[config.mk]
export PLATFORM = sky130hd
export DESIGN_NAME = tx_data_field_framer
export DESIGN_NICKNAME = d
export VERILOG_FILES = /design/src/rtl/tx_data_field_framer.sv
export SDC_FILE = /design/constraint.sdc
export NUM_CORES = 1
export LEC_CHECK = 0
export CAP_MARGIN = 20
export CORE_ASPECT_RATIO = 1.1
export CORE_MARGIN = 4
export CORE_UTILIZATION = 59
export DETAILED_ROUTE_END_ITERATION = 12
export PLACE_DENSITY = 0.8
export SLEW_MARGIN = 20
export SYNTH_ARGS = -nofsm -noshare
export SYNTH_HDL_FRONTEND = slang
export SYNTH_SLANG_ARGS = --single-unit
[constraint.sdc]
create_clock -name iClk -period 3 [get_ports iClk]
set_clock_uncertainty 0.15 [all_clocks]
set_input_delay 0.3 -clock iClk [delete_from_list [all_inputs] [get_ports iClk]]
set_output_delay 0.3 -clock iClk [all_outputs]
set_load 0.1 [all_outputs]
[src/rtl/tx_data_field_framer.sv]
// 802.11a TX framer: serialises SIGNAL then scrambled SERVICE/PSDU/TAIL/PAD.
// Latency: first SIGNAL bit the cycle after iStart; a byte's first bit appears no earlier than the cycle after it is accepted.
// Backpressure: oReady while the hold register is empty; output stalls (oValid=0) only in PSDU when no byte is buffered.
module tx_data_field_framer #(
  parameter logic [6:0] SEED        = 7'b1011101,
  parameter bit         SCRAMBLE_EN = 1'b1,
  parameter int         LEN_W       = 12
) (
  input  logic             iClk,
  input  logic             iRst,
  input  logic             iStart,
  input  logic [3:0]       iRate,
  input  logic [LEN_W-1:0] iLength,
  input  logic [6:0]       iSeed,
  input  logic [7:0]       iData,
  input  logic             iValid,
  output logic             oReady,
  output logic             oData,
  output logic             oValid,
  output logic             oSignal,
  output logic             oBusy,
  output logic             oDone,
  output logic             oErr
);

  // Per-state bit counter must cover 8*LENGTH PSDU bits.
  localparam int CNT_W = LEN_W + 3;

  typedef enum logic [2:0] {
    ST_IDLE,
    ST_SIGNAL,
    ST_SERVICE,
    ST_PSDU,
    ST_TAIL,
    ST_PAD
  } state_t;

  // Data bits per OFDM symbol; 0 marks an illegal RATE code.
  function automatic logic [7:0] ndbps_of(input logic [3:0] rate);
    case (rate)
      4'b1101: ndbps_of = 8'd24;
      4'b1111: ndbps_of = 8'd36;
      4'b0101: ndbps_of = 8'd48;
      4'b0111: ndbps_of = 8'd72;
      4'b1001: ndbps_of = 8'd96;
      4'b1011: ndbps_of = 8'd144;
      4'b0001: ndbps_of = 8'd192;
      4'b0011: ndbps_of = 8'd216;
      default: ndbps_of = 8'd0;
    endcase
  endfunction

  // SIGNAL field packed so that bit 0 is transmitted first.
  function automatic logic [23:0] signal_field(input logic [3:0] rate, input logic [11:0] len);
    logic [23:0] f;
    f       = '0;
    f[0]    = rate[3];
    f[1]    = rate[2];
    f[2]    = rate[1];
    f[3]    = rate[0];
    f[16:5] = len;
    f[17]   = ^f[16:0];
    return f;
  endfunction

  state_t           state_q, state_d;
  logic [7:0]       ndbps_q;
  logic [LEN_W-1:0] len_q;
  logic [CNT_W-1:0] cnt_q;
  logic [23:0]      sig_q;
  logic             err_q;
  logic [6:0]       scr_q;
  logic [7:0]       sym_q;
  logic [7:0]       hold_q;
  logic             hold_vld_q;
  logic [7:0]       sh_q;
  logic [3:0]       sh_cnt_q;
  logic [LEN_W-1:0] bytes_left_q;

  logic [11:0] len_field;
  logic        start_ok;
  logic        in_data;
  logic        psdu_stall;
  logic        emit;
  logic        psdu_bit;
  logic        raw_bit;
  logic        fb;
  logic        data_bit;
  logic        cnt_last;
  logic        sym_last;
  logic        frame_end;
  logic        accept;

  assign len_field  = 12'(iLength);
  assign start_ok   = iStart && (ndbps_of(iRate) != 8'd0) && (iLength != '0);
  assign in_data    = (state_q == ST_SERVICE) || (state_q == ST_PSDU) ||
                      (state_q == ST_TAIL) || (state_q == ST_PAD);
  assign psdu_stall = (state_q == ST_PSDU) && (sh_cnt_q == 4'd0) && !hold_vld_q;
  assign emit       = (state_q != ST_IDLE) && !psdu_stall;
  // With the shifter empty the hold byte is consumed directly, avoiding a bubble.
  assign psdu_bit   = (sh_cnt_q != 4'd0) ? sh_q[0] : hold_q[0];
  assign raw_bit    = (state_q == ST_PSDU) && psdu_bit;
  assign fb         = scr_q[6] ^ scr_q[3];
  assign data_bit   = SCRAMBLE_EN ? (raw_bit ^ fb) : raw_bit;
  assign cnt_last   = (cnt_q == '0);
  assign sym_last   = (sym_q == (ndbps_q - 8'd1));
  // Frame ends when the bit just emitted completes an OFDM symbol after TAIL.
  assign frame_end  = ((state_q == ST_TAIL) && cnt_last && sym_last) ||
                      ((state_q == ST_PAD) && sym_last);
  assign accept     = oReady && iValid;
  assign oBusy      = (state_q != ST_IDLE);
  assign oErr       = err_q;

  // State register
  always_ff @(posedge iClk) begin
    if (iRst) state_q <= ST_IDLE;
    else      state_q <= state_d;
  end

  // Next-state decode and serial outputs
  always_comb begin
    state_d = state_q;
    oValid  = 1'b0;
    oData   = 1'b0;
    oSignal = 1'b0;
    oReady  = 1'b0;
    oDone   = 1'b0;
    case (state_q)
      ST_IDLE: begin
        if (start_ok) state_d = ST_SIGNAL;
      end
      ST_SIGNAL: begin
        oValid  = 1'b1;
        oSignal = 1'b1;
        oData   = sig_q[0];
        if (cnt_last) state_d = ST_SERVICE;
      end
      ST_SERVICE: begin
        oValid = 1'b1;
        oData  = data_bit;
        oReady = !hold_vld_q && (bytes_left_q != '0);
        if (cnt_last) state_d = ST_PSDU;
      end
      ST_PSDU: begin
        oValid = !psdu_stall;
        oData  = !psdu_stall && data_bit;
        oReady = !hold_vld_q && (bytes_left_q != '0);
        if (!psdu_stall && cnt_last) state_d = ST_TAIL;
      end
      ST_TAIL: begin
        oValid = 1'b1;
        oDone  = frame_end;
        if (cnt_last) state_d = sym_last ? ST_IDLE : ST_PAD;
      end
      ST_PAD: begin
        oValid = 1'b1;
        oData  = data_bit;
        oDone  = frame_end;
        if (sym_last) state_d = ST_IDLE;
      end
      default: state_d = ST_IDLE;
    endcase
  end

  // Frame parameters, per-state bit counter, SIGNAL shifter and reject pulse
  always_ff @(posedge iClk) begin
    if (iRst) begin
      ndbps_q <= '0;
      len_q   <= '0;
      cnt_q   <= '0;
      sig_q   <= '0;
      err_q   <= 1'b0;
    end else begin
      err_q <= (state_q == ST_IDLE) && iStart && !start_ok;
      if (state_q == ST_IDLE) begin
        if (start_ok) begin
          ndbps_q <= ndbps_of(iRate);
          len_q   <= iLength;
          sig_q   <= signal_field(iRate, len_field);
          cnt_q   <= CNT_W'(23);
        end
      end else if (emit) begin
        if (state_q == ST_SIGNAL) sig_q <= {1'b0, sig_q[23:1]};
        if (cnt_last) begin
          case (state_q)
            ST_SIGNAL:  cnt_q <= CNT_W'(15);
            ST_SERVICE: cnt_q <= {len_q, 3'b000} - CNT_W'(1);
            ST_PSDU:    cnt_q <= CNT_W'(5);
            default:    cnt_q <= '0;
          endcase
        end else begin
          cnt_q <= cnt_q - CNT_W'(1);
        end
      end
    end
  end

  // Scrambler and OFDM symbol counter; both hold still while PSDU is starved
  always_ff @(posedge iClk) begin
    if (iRst) begin
      scr_q <= '0;
      sym_q <= '0;
    end else if (state_q == ST_IDLE) begin
      if (start_ok) scr_q <= (iSeed == 7'd0) ? SEED : iSeed;
    end else if (state_q == ST_SIGNAL) begin
      sym_q <= '0;
    end else if (in_data && emit) begin
      scr_q <= {scr_q[5:0], fb};
      sym_q <= sym_last ? 8'd0 : (sym_q + 8'd1);
    end
  end

  // Byte path: hold register refilled from iData, shifter feeds the line LSB first
  always_ff @(posedge iClk) begin
    if (iRst) begin
      hold_q       <= '0;
      hold_vld_q   <= 1'b0;
      sh_q         <= '0;
      sh_cnt_q     <= '0;
      bytes_left_q <= '0;
    end else if (state_q == ST_IDLE) begin
      hold_vld_q <= 1'b0;
      sh_cnt_q   <= '0;
      if (start_ok) bytes_left_q <= iLength;
    end else begin
      if ((state_q == ST_PSDU) && emit) begin
        if (sh_cnt_q != 4'd0) begin
          sh_q     <= {1'b0, sh_q[7:1]};
          sh_cnt_q <= sh_cnt_q - 4'd1;
        end else begin
          sh_q       <= {1'b0, hold_q[7:1]};
          sh_cnt_q   <= 4'd7;
          hold_vld_q <= 1'b0;
        end
      end
      // oReady requires an empty hold, so this never collides with the drain above.
      if (accept) begin
        hold_q       <= iData;
        hold_vld_q   <= 1'b1;
        bytes_left_q <= bytes_left_q - LEN_W'(1);
      end
    end
  end

endmodule

-- Word level (Yosys, flattened, before mapping)
Memory sizes are Yosys's and may differ from the RTL's. A register that Yosys moved wholly into a read port is not among the register bits.
Cells that the tools add are included.
W data, S select, Z words.
- bitwise gates (word level): 3
- reduce and logical (&&, ||, !) cells: 55
- add/sub/neg operators: 6
- mux-type cells: 39
- eq/ne operators: 14
- operators by type and width (kind ; number):
    $mux W24 ; 4
    $mux W15 ; 4
    $pmux W15 S3 ; 1
    $mux W7 ; 6
    $mux W12 ; 3
    $sub A15 B1 Y15 const B ; 2
    $mux W8 ; 3
    $reduce_bool A12 Y1 ; 2
    $mux W3 ; 7
    $pmux W3 S6 ; 1
    $logic_and A1 B1 Y1 ; 17
    $reduce_xor A17 Y1 ; 1
    $logic_not A15 Y1 ; 1
    $ne A2 B2 Y1 const B ; 7
    $reduce_and A2 Y1 ; 7
    $reduce_bool A2 Y1 ; 6
    $sub A12 B1 Y12 const B ; 1
    $add A8 B1 Y8 const B ; 1
    $eq A8 B8 Y1 ; 1
    $reduce_bool A8 Y1 ; 1
    $reduce_or A2 Y1 ; 4
    $sub A8 B1 Y8 const B ; 1
    $logic_not A7 Y1 ; 1
    $mux W1 ; 7
    other kinds (19) ; 28
- input port bits: 35
- output and inout port bits: 7
- bits in registers: 111
- ROM bits: 192
- memories: 2
- memories (name ; words ; width ; rd ports ; clocked after Yosys merged registers in ; wr ports ; RTL line ; text):
    (no name shown) ; 16 ; 6 ; 1 ; 1 ; 0 ; 40 ; case (rate)
    (no name shown) ; 16 ; 6 ; 1 ; 0 ; 0 ; 40 ;

-- Longest topological paths before layout
Gate-level depths: netlist (run 1).
- depth in word-level cells: 9
- mapped depth: 9

-- Worst setup path before layout (run 1)
No wires, ideal clock.
- path type: reg2out
- from: register ndbps_q[2]
- to: output port oDone
- path slack: -2.144 ns
- path buffers: 0
- cell stages (with the launch flop): 7
- arrival: 4.694 ns
- required time: 2.550 ns
- cell sequence: dfxtp_1 -> inv_1 -> ha_1 -> xor2_1 -> nand3_1 -> or4_1 -> nor4b_1
- longest elaborated chain between the ends: 5
- elaborated cells between the ends (all ways): 6
- classes of those cells: add/sub (1); eq/ne (1); mux (1); reduce/logical (3)
- RTL lines (element ; RTL line ; text):
    from (decl) ; 67 ; logic [7:0] ndbps_q;
    $sub A8 B1 Y8 * ; 106 ; assign sym_last = (sym_q == (ndbps_q - 8'd1));
    $eq A8 B8 Y1 * ; 106 ;
    $logic_and A1 B1 Y1, on equally long branches ; 108, 109 ;
    $logic_or A1 B1 Y1 * ; 108 ; assign frame_end = ((state_q == ST_TAIL) && cnt_last && sym_last) ||
    $mux W1 * ; 128 ; case (state_q)
    to (decl) ; 22 ; output logic oDone,
Every way passes the cells marked *; elsewhere a longest branch is shown, timed or not.

-- Final worst setup path (run 1)
Same ends and word-level chain as after synthesis.

==> summary.md, run 1 <==
| Metric | Value |
|---|---|
| Status | finished clean |
| Global Route met1 Usage | 34.41% |
| Worst-Skew Late Latency | 0.37 ns |
| Largest net degree at the start of global routing | 56 |
| Clock Power Share | 12.5% |
| Critical path type | register to output pin |
| CTS sink cnt | 102 |
| Via Count | 5458 |
| Sequential cell area fraction in the yosys report | 35.85% |
| CTS Buf Count | 9 |
| CTS root buf | clkbuf_8 |
| GRT overflow | 0 |
| Net Sw Frac | 47.87% |
| Via count of the first global-routing pass | 5149 |
| CP endpoint kind | output pin |
| CTS tree | done |
| GPL Wtd Cong | 0.8863 |
| Reg-to-reg endpoint | hold_q[2] |
| Grt met2 use | 42.28% |
| Setup repair bufs after CTS | 0 |
| RSZ-0062 raised after global routing | no |
| Worst-path fanout max | 5 |
| Final setup vio count | 0 |
| Main synth FF type | dfxtp_1 |
| Synth warn | 0 |
| Cell Pwr Density | 1004 mW/mm^2 |
| Final antenna-violating net count | 0 |
| Worst hold stages | 3 |
| Post-DP Area | 0.006275 mm^2 |
| Worst-case reg-to-reg path depth | 6 |
| Post-synth EDFFs | 0 |
| Max cap viols | 0 |
| Type of the worst min-delay path | input port to register |
| Worst setup SP type | register |
| Leakage | 2.309 nW |
| Met3 Use GR | 5.035% |
| R2r startpoint | state_q[1] |
| Iter 0 DRT Violations | 385 |
| Hpwl dp | 10420 um |
| Pins Over Slew Limit | 0 |
| Initial Util | 60.60% |
| Combinational power share | 57.0% |
| FFs w/ async S/R, synth | 0% |
| Die ar. | 0.01129 mm^2 |
| Core Region | 0.009398 mm^2 |
| Tightest Pin Transition | 0.8074 ns |
| First-pass GRT wire length | 24320 um |
| CP arrival | 2.41 ns |
| PnR Total Power | 6.498 mW |
| Hold Violations, Final | 0 |
| Synth cell types | 76 |
| Syn Area/Cell | 7.988 um^2 |
| PnR worst setup slack | 0.1382 ns |
| Vias per Instance | 6.317 |
| Layout cell share with drive strength beyond 1 | 9.906% |
| Die width | 101.7 um |
| R2r setup slk | 0.40 ns |
| Initial antenna violation count | 0 |
| Max Freq | 349.4 MHz |
| Nets@finish | 786 |
| CTS HTree Levels | 3 |
| Area Overhead vs Synth | 13.62% |
| VDD IR-drop max | 0.4948 mV |
| Io pins | 42 |
| Hold Path End | sh_q[6] |
| Gr busiest metal | met2 |
| PortBufs | 41 |
| Final Cell Area | 0.006471 mm^2 |
| Worst Setup Slack post-DPL | 0.2025 ns |
| Min-Delay Startpoint | iRst |
| Tcrit/Tclk final | 95.39% |
| Final WL | 14350 um |
| Routed WL per cell | 16.61 um |
| Chip Height | 111.0 um |
| Rows | 37 |
| Int Pwr | 3.387 mW |
| Flops & latches, synth | 102 |
| CTS Buffer Depth | 2 |
| Diodes inserted | 0 |
| Min Clock Period, post-route | 2.862 ns |
| Critical path required time | 2.55 ns |
| Layout fillers | 783 |
| 1st-pass router iterations | 5 |
| Sw power | 3.110 mW |
| Synthesized area | 0.005695 mm^2 |
| # DRC | 0 |
| Syn Inst Count | 713 |
| Reg clk slew, reported paths | 0.10 ns |
| Part of the power in registers | 30.5% |
| Syn_nets | 757 |
| Slew headroom | 46.04% |
| GRT Resource Usage Total | 25.96% |
## metrics by stage
| stage | util [%] | hold WS [ns] | instances | TNS (ns) |
|---|---|---|---|---|
| 4_1_cts | 68.73 | 0.2903 | 864 | 0 |
| 3_5_place_dp | 66.77 | 0.2940 | 848 | 0 |
| 6_report | 68.86 | 0.2912 | 864 | 0 |
| 3_3_place_gp | 66.77 | 0.2930 | 848 | 0 |
| 2_1_floorplan | - | 0.2823 | 713 | -0.1214 |
| 5_1_grt | 68.86 | 0.2992 | 864 | 0 |
## kinds of logic (layout without fill, tap and decap cells)
group | count (synthesis) | in the layout | synth area share [%]
flip-flops | 102 | 102 | 35.85
AND/OR/NAND/NOR | 269 | 269 | 23.53
adder cells (fa/ha/maj) | 9 | 9 | 1.977
XOR/XNOR | 42 | 42 | 6.459
buffers and inverters | 72 | 106 | 5.734
AO/OA/AOI/OAI | 206 | 206 | 24.17
multiplexers | 13 | 13 | 2.285
## layout by cell type (no fill, tap or decap), drive strengths merged, types with 11 or more instances in the layout
cell | netlist | final
buf | 13 | 33
o21ai | 32 | 32
nand3 | 12 | 12
nor2 | 55 | 55
a311oi | 21 | 21
dfxtp | 102 | 102
nor3 | 16 | 16
xnor2 | 28 | 28
xor2 | 14 | 14
a21oi | 67 | 67
nand4 | 11 | 11
inv | 24 | 27
mux2i | 13 | 13
clkdlybuf4s50 | 0 | 33
nor4 | 12 | 12
a211oi | 22 | 22
nand2 | 114 | 114
## worst max path at each step
stage                           from              end  slack [ns]
after detailed placement    iRate[0]  bytes_left_q[4]        0.20
after global routing      ndbps_q[2]            oDone       0.005
final                     ndbps_q[2]            oDone        0.14
after floorplan           ndbps_q[2]            oDone       -0.12
after global placement      iRate[0]        cnt_q[13]        0.36
after CTS                 ndbps_q[3]            oDone        0.03
## layer usage
layer | vias up | wire, um
met5 | - | 0
met3 | 25 | 796
met1 | 2565 | 6139
li1 | 2668 | -
met2 | 200 | 7108
met4 | 0 | 305
## state kept, by name, indices dropped and copies added, names as in the netlist, 4 cells and up
name,count
cnt_q,15
sig_q,18
ndbps_q,6
sym_q,8
len_q,12
bytes_left_q,12
scr_q,7
sh_cnt_q,4
sh_q,7
hold_q,8
## cell usage after synthesis, drive strengths merged (4+ instances only)
library cell    n  share of area (%)
a311oi         21                3.3
nor2           55                3.6
o21ai          32                2.9
nor3           16                1.7
o31ai           6               0.79
mux2i          13                2.3
nor4b           4               0.83
nand4          11                1.2
xnor2          28                4.3
nand3          12                1.1
inv            24                1.6
nand2b          4               0.44
nor4           12                1.7
o211ai          7               0.92
clkbuf         34                2.8
or4             9                1.3
ha              9                2.0
o21a            5               0.66
or3             8               0.88
a21oi          67                6.0
dfxtp         102                 36
o22ai           6               0.66
xor2           14                2.2
buf            13                1.2
o32ai           9                1.4
a31oi           6               0.66
a211oi         22                3.0
nor3b           5               0.75
nand2         114                7.5
## power by group through the flow
stage               sequential, mW  combinational (mW)  clock (mW)
finish                        1.98                3.70       0.812
global route                  2.03                4.05       0.900
CTS                           1.97                3.63       0.826
detailed placement            2.00                3.61           0
global placement              1.98                3.55           0
floorplan                     1.93                2.73           0
## layout make-up
class,count,area [um^2],area share [%]
flip-flops and latches,102,2047,31.63
clock inverters,7,55.05,0.8507
inverters,24,90.09,1.392
multi-input cells,539,3358,51.89
well taps,117,146.4,2.262
clock buffers,9,123.9,1.914
repair buffers,66,650.6,10.05
## worst max-delay path: stages (launching register included)
cell and delay, ns:
dfxtp_4 0.38, inv_1 0.04, ha_1 0.31, xor2_1 0.14, nand3_1 0.09, or4_4 0.59, nor4b_4 0.29, buf_12 0.21
## what timing repair did
action                                  CTS  global route
hold buffers                              0             0
endpoints found under the setup margin    1             1
pin swaps                                 0             1
hold endpoints to repair                  0             0
resized for setup                         2             3
(Power assumes the default switching activity.)
==> inputs of run 2 (changes only) <==
--- a/config.mk
+++ b/config.mk
@@ -11,6 +11,7 @@
 export CORE_UTILIZATION = 59
 export DETAILED_ROUTE_END_ITERATION = 12
 export PLACE_DENSITY = 0.8
+export SKIP_CTS_REPAIR_TIMING = 1
 export SLEW_MARGIN = 20
 export SYNTH_ARGS = -nofsm -noshare
 export SYNTH_HDL_FRONTEND = slang
==> results of run 2 <==
Final layout, timing and power as in run 1 (identical DEF).
Among the figures that moved: wire length of the first global-routing pass 24320 um -> 24310 um; via count of the first global-routing pass 5149 -> 5137; overall routing resource usage 25.96% -> 25.95%; met1 usage 34.41% -> 34.37%
